## src/rtl/cpu_pkg.sv

```systemverilog
// -----------------------------------------------------------------------------
// cpu_pkg
// Shared definitions for the 16-bit processor pipeline (decode, writeback and
// the register file). Holds the data/address widths, the register count, the
// word and register-address types, and the hardwired-zero register index.
// -----------------------------------------------------------------------------
package cpu_pkg;

   localparam int DATA_W = 16;
   localparam int NREG   = 8;
   localparam int ADDR_W = 3;

   typedef logic [ADDR_W-1:0] reg_addr_t;
   typedef logic [DATA_W-1:0] word_t;

   localparam reg_addr_t REG_ZERO = 3'd0;

   // True when a valid writeback targets register a this cycle.
   function automatic logic wb_hits(input logic      wb_en,
                                    input reg_addr_t wb_addr,
                                    input reg_addr_t a);
      return wb_en && (wb_addr == a);
   endfunction

endpackage

```

## src/rtl/regfile_wb_scoreboard.sv

```systemverilog
// -----------------------------------------------------------------------------
// scoreboard
// Tracks destinations reserved by issued instructions and still waiting for
// their writeback. Produces the combinational issue-ready signal for decode
// and a sticky flag for writebacks that hit a register nobody reserved.
//
// Ports
//   clk, reset              clock, asynchronous active-low reset
//   wb_en, wb_addr          writeback valid / destination
//   rd_valid                decode presents an instruction
//   rs1_addr, rs2_addr      source registers of that instruction
//   dest_en, dest_addr      destination the instruction wants to reserve
//   rd_ready                no RAW/WAW hazard this cycle
//   pending                 reservation bits (bit 0 always 0)
//   wb_err                  sticky unexpected-writeback flag
// -----------------------------------------------------------------------------
module scoreboard
   import cpu_pkg::*;
(
   input  logic              clk,
   input  logic              reset,
   input  logic              wb_en,
   input  logic [ADDR_W-1:0] wb_addr,
   input  logic              rd_valid,
   input  logic [ADDR_W-1:0] rs1_addr,
   input  logic [ADDR_W-1:0] rs2_addr,
   input  logic              dest_en,
   input  logic [ADDR_W-1:0] dest_addr,
   output logic              rd_ready,
   output logic [NREG-1:0]   pending,
   output logic              wb_err
);

   logic [NREG-1:0] pending_q, pending_d;
   logic            wb_err_q, wb_err_d;
   logic            blk1_s, blk2_s, blk_dest_s, accept_s;

   // Hazard detection; a writeback landing this cycle releases its register
   // immediately because the operand bypass covers it.
   always_comb begin
      blk1_s     = (rs1_addr != REG_ZERO) && pending_q[rs1_addr]
                   && !wb_hits(wb_en, wb_addr, rs1_addr);
      blk2_s     = (rs2_addr != REG_ZERO) && pending_q[rs2_addr]
                   && !wb_hits(wb_en, wb_addr, rs2_addr);
      blk_dest_s = dest_en && (dest_addr != REG_ZERO) && pending_q[dest_addr]
                   && !wb_hits(wb_en, wb_addr, dest_addr);
      rd_ready   = !blk1_s && !blk2_s && !blk_dest_s;
      accept_s   = rd_valid && rd_ready;
   end

   // Next reservation state: writeback clears first, a new reservation then
   // sets, so a same-cycle set on the same register wins.
   always_comb begin
      pending_d = pending_q;
      wb_err_d  = wb_err_q;
      if (wb_en && (wb_addr != REG_ZERO)) begin
         if (!pending_q[wb_addr]) begin
            wb_err_d = 1'b1;
         end else begin
            wb_err_d = wb_err_q;
         end
         pending_d[wb_addr] = 1'b0;
      end else begin
         pending_d = pending_q;
      end
      if (accept_s && dest_en && (dest_addr != REG_ZERO)) begin
         pending_d[dest_addr] = 1'b1;
      end else begin
         wb_err_d = wb_err_d;
      end
      pending_d[0] = 1'b0;
   end

   // Scoreboard state registers.
   always_ff @(posedge clk or negedge reset) begin
      if (!reset) begin
         pending_q <= {NREG{1'b0}};
         wb_err_q  <= 1'b0;
      end else begin
         pending_q <= pending_d;
         wb_err_q  <= wb_err_d;
      end
   end

   assign pending = pending_q;
   assign wb_err  = wb_err_q;

endmodule

```

## src/rtl/regfile_wb.sv

```systemverilog
// -----------------------------------------------------------------------------
// regfile_wb
// Eight-entry 16-bit register file at the end of the writeback stage. Commits
// writebacks (R0 hardwired to zero), serves two registered operand-read ports
// to decode with same-cycle writeback bypass, and stalls decode through the
// scoreboard until pending destinations are written back.
//
// Ports
//   clk, reset                    clock, asynchronous active-low reset
//   wb_en, wb_addr, ans_wb        writeback valid / destination / data
//   rd_valid                      decode presents an instruction
//   rs1_addr, rs2_addr            source registers
//   dest_en, dest_addr            destination to reserve on issue
//   rd_ready                      issue accepted when rd_valid && rd_ready
//   rs1_data, rs2_data            registered operands
//   op_valid                      one-cycle pulse, operands valid
//   pending                       scoreboard bits
//   wb_err                        sticky unexpected-writeback flag
// -----------------------------------------------------------------------------
module regfile_wb
   import cpu_pkg::*;
(
   input  logic              clk,
   input  logic              reset,
   input  logic              wb_en,
   input  logic [ADDR_W-1:0] wb_addr,
   input  logic [DATA_W-1:0] ans_wb,
   input  logic              rd_valid,
   input  logic [ADDR_W-1:0] rs1_addr,
   input  logic [ADDR_W-1:0] rs2_addr,
   input  logic              dest_en,
   input  logic [ADDR_W-1:0] dest_addr,
   output logic              rd_ready,
   output logic [DATA_W-1:0] rs1_data,
   output logic [DATA_W-1:0] rs2_data,
   output logic              op_valid,
   output logic [NREG-1:0]   pending,
   output logic              wb_err
);

   logic [DATA_W-1:0] regs_q [NREG];
   logic [DATA_W-1:0] rs1_val_s, rs2_val_s;
   logic [DATA_W-1:0] rs1_data_q, rs1_data_d, rs2_data_q, rs2_data_d;
   logic              op_valid_q, op_valid_d;
   logic              rd_ready_s, accept_s;

   scoreboard u_scoreboard (
      .clk       (clk),
      .reset     (reset),
      .wb_en     (wb_en),
      .wb_addr   (wb_addr),
      .rd_valid  (rd_valid),
      .rs1_addr  (rs1_addr),
      .rs2_addr  (rs2_addr),
      .dest_en   (dest_en),
      .dest_addr (dest_addr),
      .rd_ready  (rd_ready_s),
      .pending   (pending),
      .wb_err    (wb_err)
   );

   assign accept_s = rd_valid && rd_ready_s;

   // Operand selection: bypass the in-flight writeback, force R0 to zero.
   always_comb begin
      if (wb_hits(wb_en, wb_addr, rs1_addr) && (rs1_addr != REG_ZERO)) begin
         rs1_val_s = ans_wb;
      end else if (rs1_addr == REG_ZERO) begin
         rs1_val_s = {DATA_W{1'b0}};
      end else begin
         rs1_val_s = regs_q[rs1_addr];
      end
      if (wb_hits(wb_en, wb_addr, rs2_addr) && (rs2_addr != REG_ZERO)) begin
         rs2_val_s = ans_wb;
      end else if (rs2_addr == REG_ZERO) begin
         rs2_val_s = {DATA_W{1'b0}};
      end else begin
         rs2_val_s = regs_q[rs2_addr];
      end
   end

   // Operand registers load only on accept and hold otherwise.
   always_comb begin
      op_valid_d = accept_s;
      if (accept_s) begin
         rs1_data_d = rs1_val_s;
         rs2_data_d = rs2_val_s;
      end else begin
         rs1_data_d = rs1_data_q;
         rs2_data_d = rs2_data_q;
      end
   end

   // Register storage; writes to R0 are dropped.
   always_ff @(posedge clk or negedge reset) begin
      if (!reset) begin
         for (int i = 0; i < NREG; i++) begin
            regs_q[i] <= {DATA_W{1'b0}};
         end
      end else if (wb_en && (wb_addr != REG_ZERO)) begin
         regs_q[wb_addr] <= ans_wb;
      end
   end

   // Operand output registers.
   always_ff @(posedge clk or negedge reset) begin
      if (!reset) begin
         rs1_data_q <= {DATA_W{1'b0}};
         rs2_data_q <= {DATA_W{1'b0}};
         op_valid_q <= 1'b0;
      end else begin
         rs1_data_q <= rs1_data_d;
         rs2_data_q <= rs2_data_d;
         op_valid_q <= op_valid_d;
      end
   end

   assign rd_ready = rd_ready_s;
   assign rs1_data = rs1_data_q;
   assign rs2_data = rs2_data_q;
   assign op_valid = op_valid_q;

endmodule

```

## config.mk

```make
export PLATFORM = sky130hd
export DESIGN_NAME = regfile_wb
export DESIGN_NICKNAME = d
export VERILOG_FILES = /design/src/rtl/cpu_pkg.sv /design/src/rtl/regfile_wb_scoreboard.sv /design/src/rtl/regfile_wb.sv
export SDC_FILE = /design/constraint.sdc
export NUM_CORES = 1
export LEC_CHECK = 0
export ABC_AREA = 0
export ABC_CLOCK_PERIOD_IN_PS = 2700
export BUFFER_PORTS_ARGS = -buffer_cell sky130_fd_sc_hd__clkbuf_2
export CAP_MARGIN = 10
export CORE_ASPECT_RATIO = 1.2
export CORE_UTILIZATION = 56
export CTS_CLUSTER_DIAMETER = 200
export DETAILED_ROUTE_END_ITERATION = 6
export HOLD_SLACK_MARGIN = 0.02
export PLACE_DENSITY = 0.76
export SLEW_MARGIN = 0
export SYNTH_ARGS = -nofsm -noshare
export SYNTH_HDL_FRONTEND = slang
export SYNTH_HIERARCHICAL = 1
export SYNTH_SLANG_ARGS = --single-unit
```

## constraint.sdc

```tcl
create_clock -name clk -period 2.7 [get_ports clk]
set_input_delay 0.54 -clock clk [delete_from_list [all_inputs] [get_ports clk]]
set_output_delay 0.54 -clock clk [all_outputs]
set_load 0.05 [all_outputs]
```

# Word-level counts from Yosys, hierarchy flattened
# Cells that the tools add are included.
totals:
  reg_bits: 169
  input_bits: 33
  output_inout_bits: 43
  word_cells: 94
op_classes:
  magnitude_cmp: 10
  eq_ne: 3
  mux: 27
  bitwise: 7
  n_reduce_logical: 34
op_table:
  columns: ["op", "n"]
  rows:
  - ["two-way mux 16 bit", 9]
  - ["bitwise mux 128 bit", 1]
  - ["binary-select mux 16 bit (select 3 bit)", 2]
  - ["demux 16 bit (select 3 bit)", 1]
  - ["logical AND 1 bit", 21]
  - ["less-than comparator 3 x 4 -> 1 bit (second input constant)", 4]
  - ["two-way mux 8 bit", 2]
  - ["binary-select mux 1 bit (select 3 bit)", 4]
  - [">= comparator 4 bit (second input constant)", 3]
  - ["NOT 3 -> 4 bit", 3]
  - ["nonzero test 3 bit", 4]
  - ["== test 3 bit", 3]
  - ["AND 8 bit", 1]
  - ["NOT 8 bit", 1]
  - ["OR 8 bit", 1]
  - ["demux 1 bit (select 3 bit)", 2]
  - [">= comparator 3 x 1 -> 1 bit (second input constant)", 2]
  - ["zero test 1 bit", 6]
  - ["zero test 3 bit", 2]
  - ["two-way mux 1 bit", 6]
  - ["less-than comparator 4 x 1 -> 1 bit (second input constant)", 1]
  - ["AND reduction 2 bit", 1]
  - ["NOT 1 bit", 1]

# Logic depth before layout (Yosys ltp)
depth:
  ltp_word: 11
  mapped_depth: 11
  ltp_nobuf: 9

# By module
# Netlist, hierarchy kept.
modules_own_cells:
  columns: ["mod", "n_inst", "cells_per_inst", "area_each_um2", "seq_area_each_um2"]
  rows:
  - ["regfile_wb", 1, 539, 8062.7, 4028.9]
  - ["scoreboard", 1, 87, 782.0, 200.2]

# Least setup slack after synthesis
# OpenSTA, ideal clock, no wires.
synth_timing:
  path_type: "register -> register"
  startpoint: "register u_scoreboard.pending_q[3] (netlist: u_scoreboard/pending[3])"
  endpoint: "register rs2_data_q[10] (netlist: rs2_data[10])"
  t_arrival_ps: 2812
  path_slack_ps: -238
  path_stages_with_launch: 11
  n_path_buf: 2
  path_cell_list: "dfrtp_1 mux2i_1 a211oi_1 nor2_1 o211ai_4 inv_1 o311a_1 and2_1 buf_2 buf_6 a221o_1"
synth_between:
  elab_chain_len: 8
  elab_cells_between_ends: 18
  classes_between: "6 x mux; 12 x reduce/logical"
synth_lines:
  columns: ["item", "line_no", "rtl"]
  rows:
  - ["start: declaration", "regfile_wb_scoreboard.sv:34", "logic [NREG-1:0] pending_q, pending_d;"]
  - ["start signal: assignment", "regfile_wb_scoreboard.sv:77", "pending_q <= {NREG{1'b0}};"]
  - ["start signal: assignment", "regfile_wb_scoreboard.sv:80", "pending_q <= pending_d;"]
  - ["binary-select mux 1 bit (select 3 bit), on equally long branches", "regfile_wb_scoreboard.sv:41, regfile_wb_scoreboard.sv:43", null]
  - ["two-way mux 1 bit, on equally long branches", "regfile_wb_scoreboard.sv:41, regfile_wb_scoreboard.sv:43", null]
  - ["logical AND 1 bit, on equally long branches", "regfile_wb_scoreboard.sv:41, regfile_wb_scoreboard.sv:43", null]
  - ["logical AND 1 bit, on equally long branches", "regfile_wb_scoreboard.sv:42, regfile_wb_scoreboard.sv:44", null]
  - ["zero test 1 bit", "regfile_wb_scoreboard.sv:47", "rd_ready = !blk1_s && !blk2_s && !blk_dest_s;"]
  - ["logical AND 1 bit", "regfile_wb_scoreboard.sv:47", null]
  - ["logical AND 1 bit (*)", "regfile_wb_scoreboard.sv:47", null]
  - ["net rd_ready", "regfile_wb.sv:33", "output logic rd_ready,"]
  - ["logical AND 1 bit (*)", "regfile_wb.sv:62", "assign accept_s = rd_valid && rd_ready_s;"]
  - ["end signal: assignment", "regfile_wb.sv:109", "rs2_data_q <= {DATA_W{1'b0}};"]
  - ["end signal: assignment", "regfile_wb.sv:113", "rs2_data_q <= rs2_data_d;"]
  - ["end: declaration", "regfile_wb.sv:43", "logic [DATA_W-1:0] rs1_data_q, rs1_data_d, rs2_data_q, rs2_data_d;"]
# Mark *: on every way through the listed nets, which the timed path passes. The rest lies on a longest branch. The select of a mux whose other input is x is not followed.
# A chain may end at the register's enable or synchronous reset.

# Worst setup path in the final report
layout_timing:
  startpoint: "register u_scoreboard.pending_q[7] (netlist: u_scoreboard/pending[7])"
  endpoint: "output rd_ready"
layout_between:
  elab_chain_len: 7
  elab_cells_between_ends: 17
  classes_between: "6 x mux; 11 x reduce/logical"
layout_lines:
  columns: ["item", "line_no"]
  rows:
  - ["binary-select mux 1 bit (select 3 bit), on equally long branches", "regfile_wb_scoreboard.sv:41, regfile_wb_scoreboard.sv:43"]
  - ["two-way mux 1 bit, on equally long branches", "regfile_wb_scoreboard.sv:41, regfile_wb_scoreboard.sv:43"]
  - ["logical AND 1 bit, on equally long branches", "regfile_wb_scoreboard.sv:41, regfile_wb_scoreboard.sv:43"]
  - ["logical AND 1 bit, on equally long branches", "regfile_wb_scoreboard.sv:42, regfile_wb_scoreboard.sv:44"]
  - ["zero test 1 bit", "regfile_wb_scoreboard.sv:47"]
  - ["logical AND 1 bit", "regfile_wb_scoreboard.sv:47"]
  - ["logical AND 1 bit (*)", "regfile_wb_scoreboard.sv:47"]
  - ["end: declaration", "regfile_wb.sv:33"]
# Mark *: on every way between the ends. The rest lies on a longest branch, timed or not. The select of a mux whose other input is x is not followed.

==> flow_summary.ini <==
[outcome]
status = completed

[worst_setup_path]
reg2reg_to = rs1_data[10]
reg2reg_depth = 7
crit_fanout = 6
path_class = reg2out
crit_chain = mux4_2 -> a22oi_2 -> o211ai_4 -> clkinvlp_4 -> clkbuf_4
start_kind = register
slowest_delay_ps = 500
required_ps = 2160
cp_slowest_cell = mux4_2
r2r_slack_ps = 180
critPathTopFamily = multiplexers
worstPathArrival_ps = 2100
cp_num_buf_inv = 2
end_kind = primary output
reg2reg_from = u_scoreboard/pending[7]

[die]
fp.dieW_um = 117
dieArea_um2 = 16300
ioPinCount = 76
num_rows = 49
die_y_um = 140
core-area_um2 = 15200
start_util_pct = 58.2

[detailed_routing]
post-route-drc-count = 0
wl_um = 21700
vias_per_cell = 6.53
dr_total_vias = 5958
first_iter_violations = 453
dr.pass1.iters = 6
antenna_left = 0
wl_per_cell_um = 23.8

[timing]
fin_crit_sh_pct = 97.7
fmax_mhz = 379
period_minus_slack_ps = 2640
relSlewSlack_pct = 61.7
maxSlewViolCount = 0
layout_setup_ws_ps = 61.9
rsz0062_at_grt = no
hold_violations = 0
tightest_slew_ps = 575
setup_viol = 0
finClkSkew_ps = 9.67

[synthesis]
post-synth-top-area-fraction_pct = 47.8
synth_cell_type_count = 49
yosys-top-cells-area = dfrtp_1 48%, mux4_2 16%, mux2_2 14%, a221o_1 3.7%, mux2i_1 2.9%
synth_edf_count = 0
synth-async-reset-ratio_pct = 100
synthMostInstantiatedCell = dfrtp_1
ys_ff_latch = 169
synthTopCellsByCount = 169 x dfrtp_1, 113 x mux2_2, 63 x mux4_2
synth.avg_cell_area_um2 = 14.1
ys.flop_type = dfrtp_1
yosysWarnings = 6
syn_area_um2 = 8840
ys_seq_area_share_pct = 47.8
yosys.area.top_type = dfrtp_1
synth_nets = 659
syn_inst = 626

[min_path]
hp-class = in2async

[layout]
num_antenna_cells = 0
drive_gt1_share_pct = 48.7
fin_nets = 728
area_growth_pct = 14.4

[global_routing]
grt_pass1_vias = 6364
grt_pass1_wl_um = 34700
grt_overflow = 0
grtUsageTotal_pct = 29.0
grt_max_degree = 57
grt_antenna_before_repair = 0

[clocking]
cts_buffers = 17
clk_path_buf_depth = 2
clock_latency_ps = 430
cts_root_buf = clkbuf_16
cts_tree = done
cts.sink_count = 169
htreeDepth = 4
hold_buffers = 0
cts.clk_slew.worst_paths_ps = 70

[power_and_ir_drop]
p_clk_share_pct = 28.0
max-vdd-ir-drop_mv = 0.526
powerDensity_nw_per_um2 = 858
power.total_mw = 8.69
seqPwrFrac_pct = 41.1
internal_power_mw = 5.63
p_comb_share_pct = 30.8
swShare_pct = 35.2
power_switching_mw = 3.06
power_leakage_nw = 4.37

[placed_design]
hpwl_um = 13400
place_ws_ps = -74.2
portBuffers = 74
place.gp.congestion = 0.860

[job]
maxCapViolCount = 0
-- area by class of cell --
| class | count | area (µm²) |
|---|---|---|
| repair buffers | 113 | 709 |
| well taps | 204 | 255 |
| flip-flops and latches | 169 | 4240 |
| fillers | 1127 | 5080 |
| inverters | 4 | 18.8 |
| clock buffers | 18 | 429 |
| multi-input cells | 390 | 4310 |
| clock inverters | 14 | 164 |
-- stage by stage --
stage / instance area, µm² / hold slack, ps / utilization [%] / setup TNS [ps] / std cells
after detailed placement: 9530 / 368 / 62.7 / -1070 / 880
after floorplan: 8910 / 244 / - / 0 / 626
final: 10100 / 46.0 / 66.6 / 0 / 912
after global placement: 9530 / 368 / 62.7 / 0 / 880
after CTS: 10100 / 66.3 / 66.6 / 0 / 912
after global routing: 10100 / 75.3 / 66.6 / 0 / 912
-- flip-flops by register name (all words and copies together) (netlist names) --
signal / flops
u_scoreboard/pending: 7
regs_q: 128
op_valid: 1
rs2_data: 16
u_scoreboard/wb_err: 1
rs1_data: 16
-- routing by layer --
layer	wire length (µm)	GRT usage [%]	part of all wire, %	vias up
li1	-	-	-	2537
met1	8800	38.0	41	3137
met2	11200	47.6	52	234
met3	1080	5.40	5.0	50
met4	623	11.8	2.9	0
met5	0	0	0	-
-- cells by family (layout without fill, tap and decap cells) --
kind of cell,Yosys count,count (layout),synth area share (%)
mux,202,202,33.4
flops,169,169,47.8
simple gates,88,88,5.22
compound gates,85,85,8.32
buf+inv,67,149,3.76
xor+xnor,14,14,1.47
other cells,1,1,0.0424
-- worst max path at each step --
stage / startpoint / endpoint / slack (ps) / cells after the start
final: u_scoreboard/pending[7] / rd_ready / 60 / 5
after CTS: u_scoreboard/pending[7] / rd_ready / 7 / 5
after global routing: u_scoreboard/pending[5] / rd_ready / 5 / 5
after global placement: rs1_addr[1] / rs1_data[6] / 8 / 8
after floorplan: u_scoreboard/pending[3] / rs2_data[10] / 0.1 / 10
after detailed placement: rs1_addr[1] / rs1_data[14] / -70 / 8
-- placed cells by master, fill, tap and decap left out, drive strengths merged, types with 3 or more instances in the layout --
cell type  netlist  routed
o41ai            5       5
xor2             6       6
a221o           33      33
nand2b           5       5
nor2            21      21
nand4b           4       4
inv              4       8
mux2i           26      26
dfrtp          169     169
buf             34      40
nand3b           3       3
clkinvlp         0       4
xnor2            8       8
mux2           113     113
nand4            3       3
a21oi           20      20
nand2           39      39
o21ai           11      11
clkbuf          29      91
mux4            63      63
clkinv           0       4
-- what timing repair did --
action                                  4_1_cts  5_1_grt
resized for setup                             0        2
buffers inserted                              0        0
endpoints found under the setup margin        0        1
-- power groups by stage --
stage / registers (mW) / clock network (mW) / logic, mW
floorplan: 4.23 / 0 / 1.28
finish: 3.57 / 2.43 / 2.68
detailed placement: 3.60 / 0 / 2.68
global route: 3.65 / 2.58 / 2.84
CTS: 3.56 / 2.47 / 2.69
global placement: 3.55 / 0 / 2.61
-- worst reg2reg max path: stages (launching register included) --
cell,delay [ps]
dfrtp_2,460
mux4_2,500
a22oi_2,250
o211ai_4,120
clkinvlp_4,110
o311a_1,230
nor2b_4,540
a221o_1,250
No activity file was read; power rests on OpenSTA's default activity.
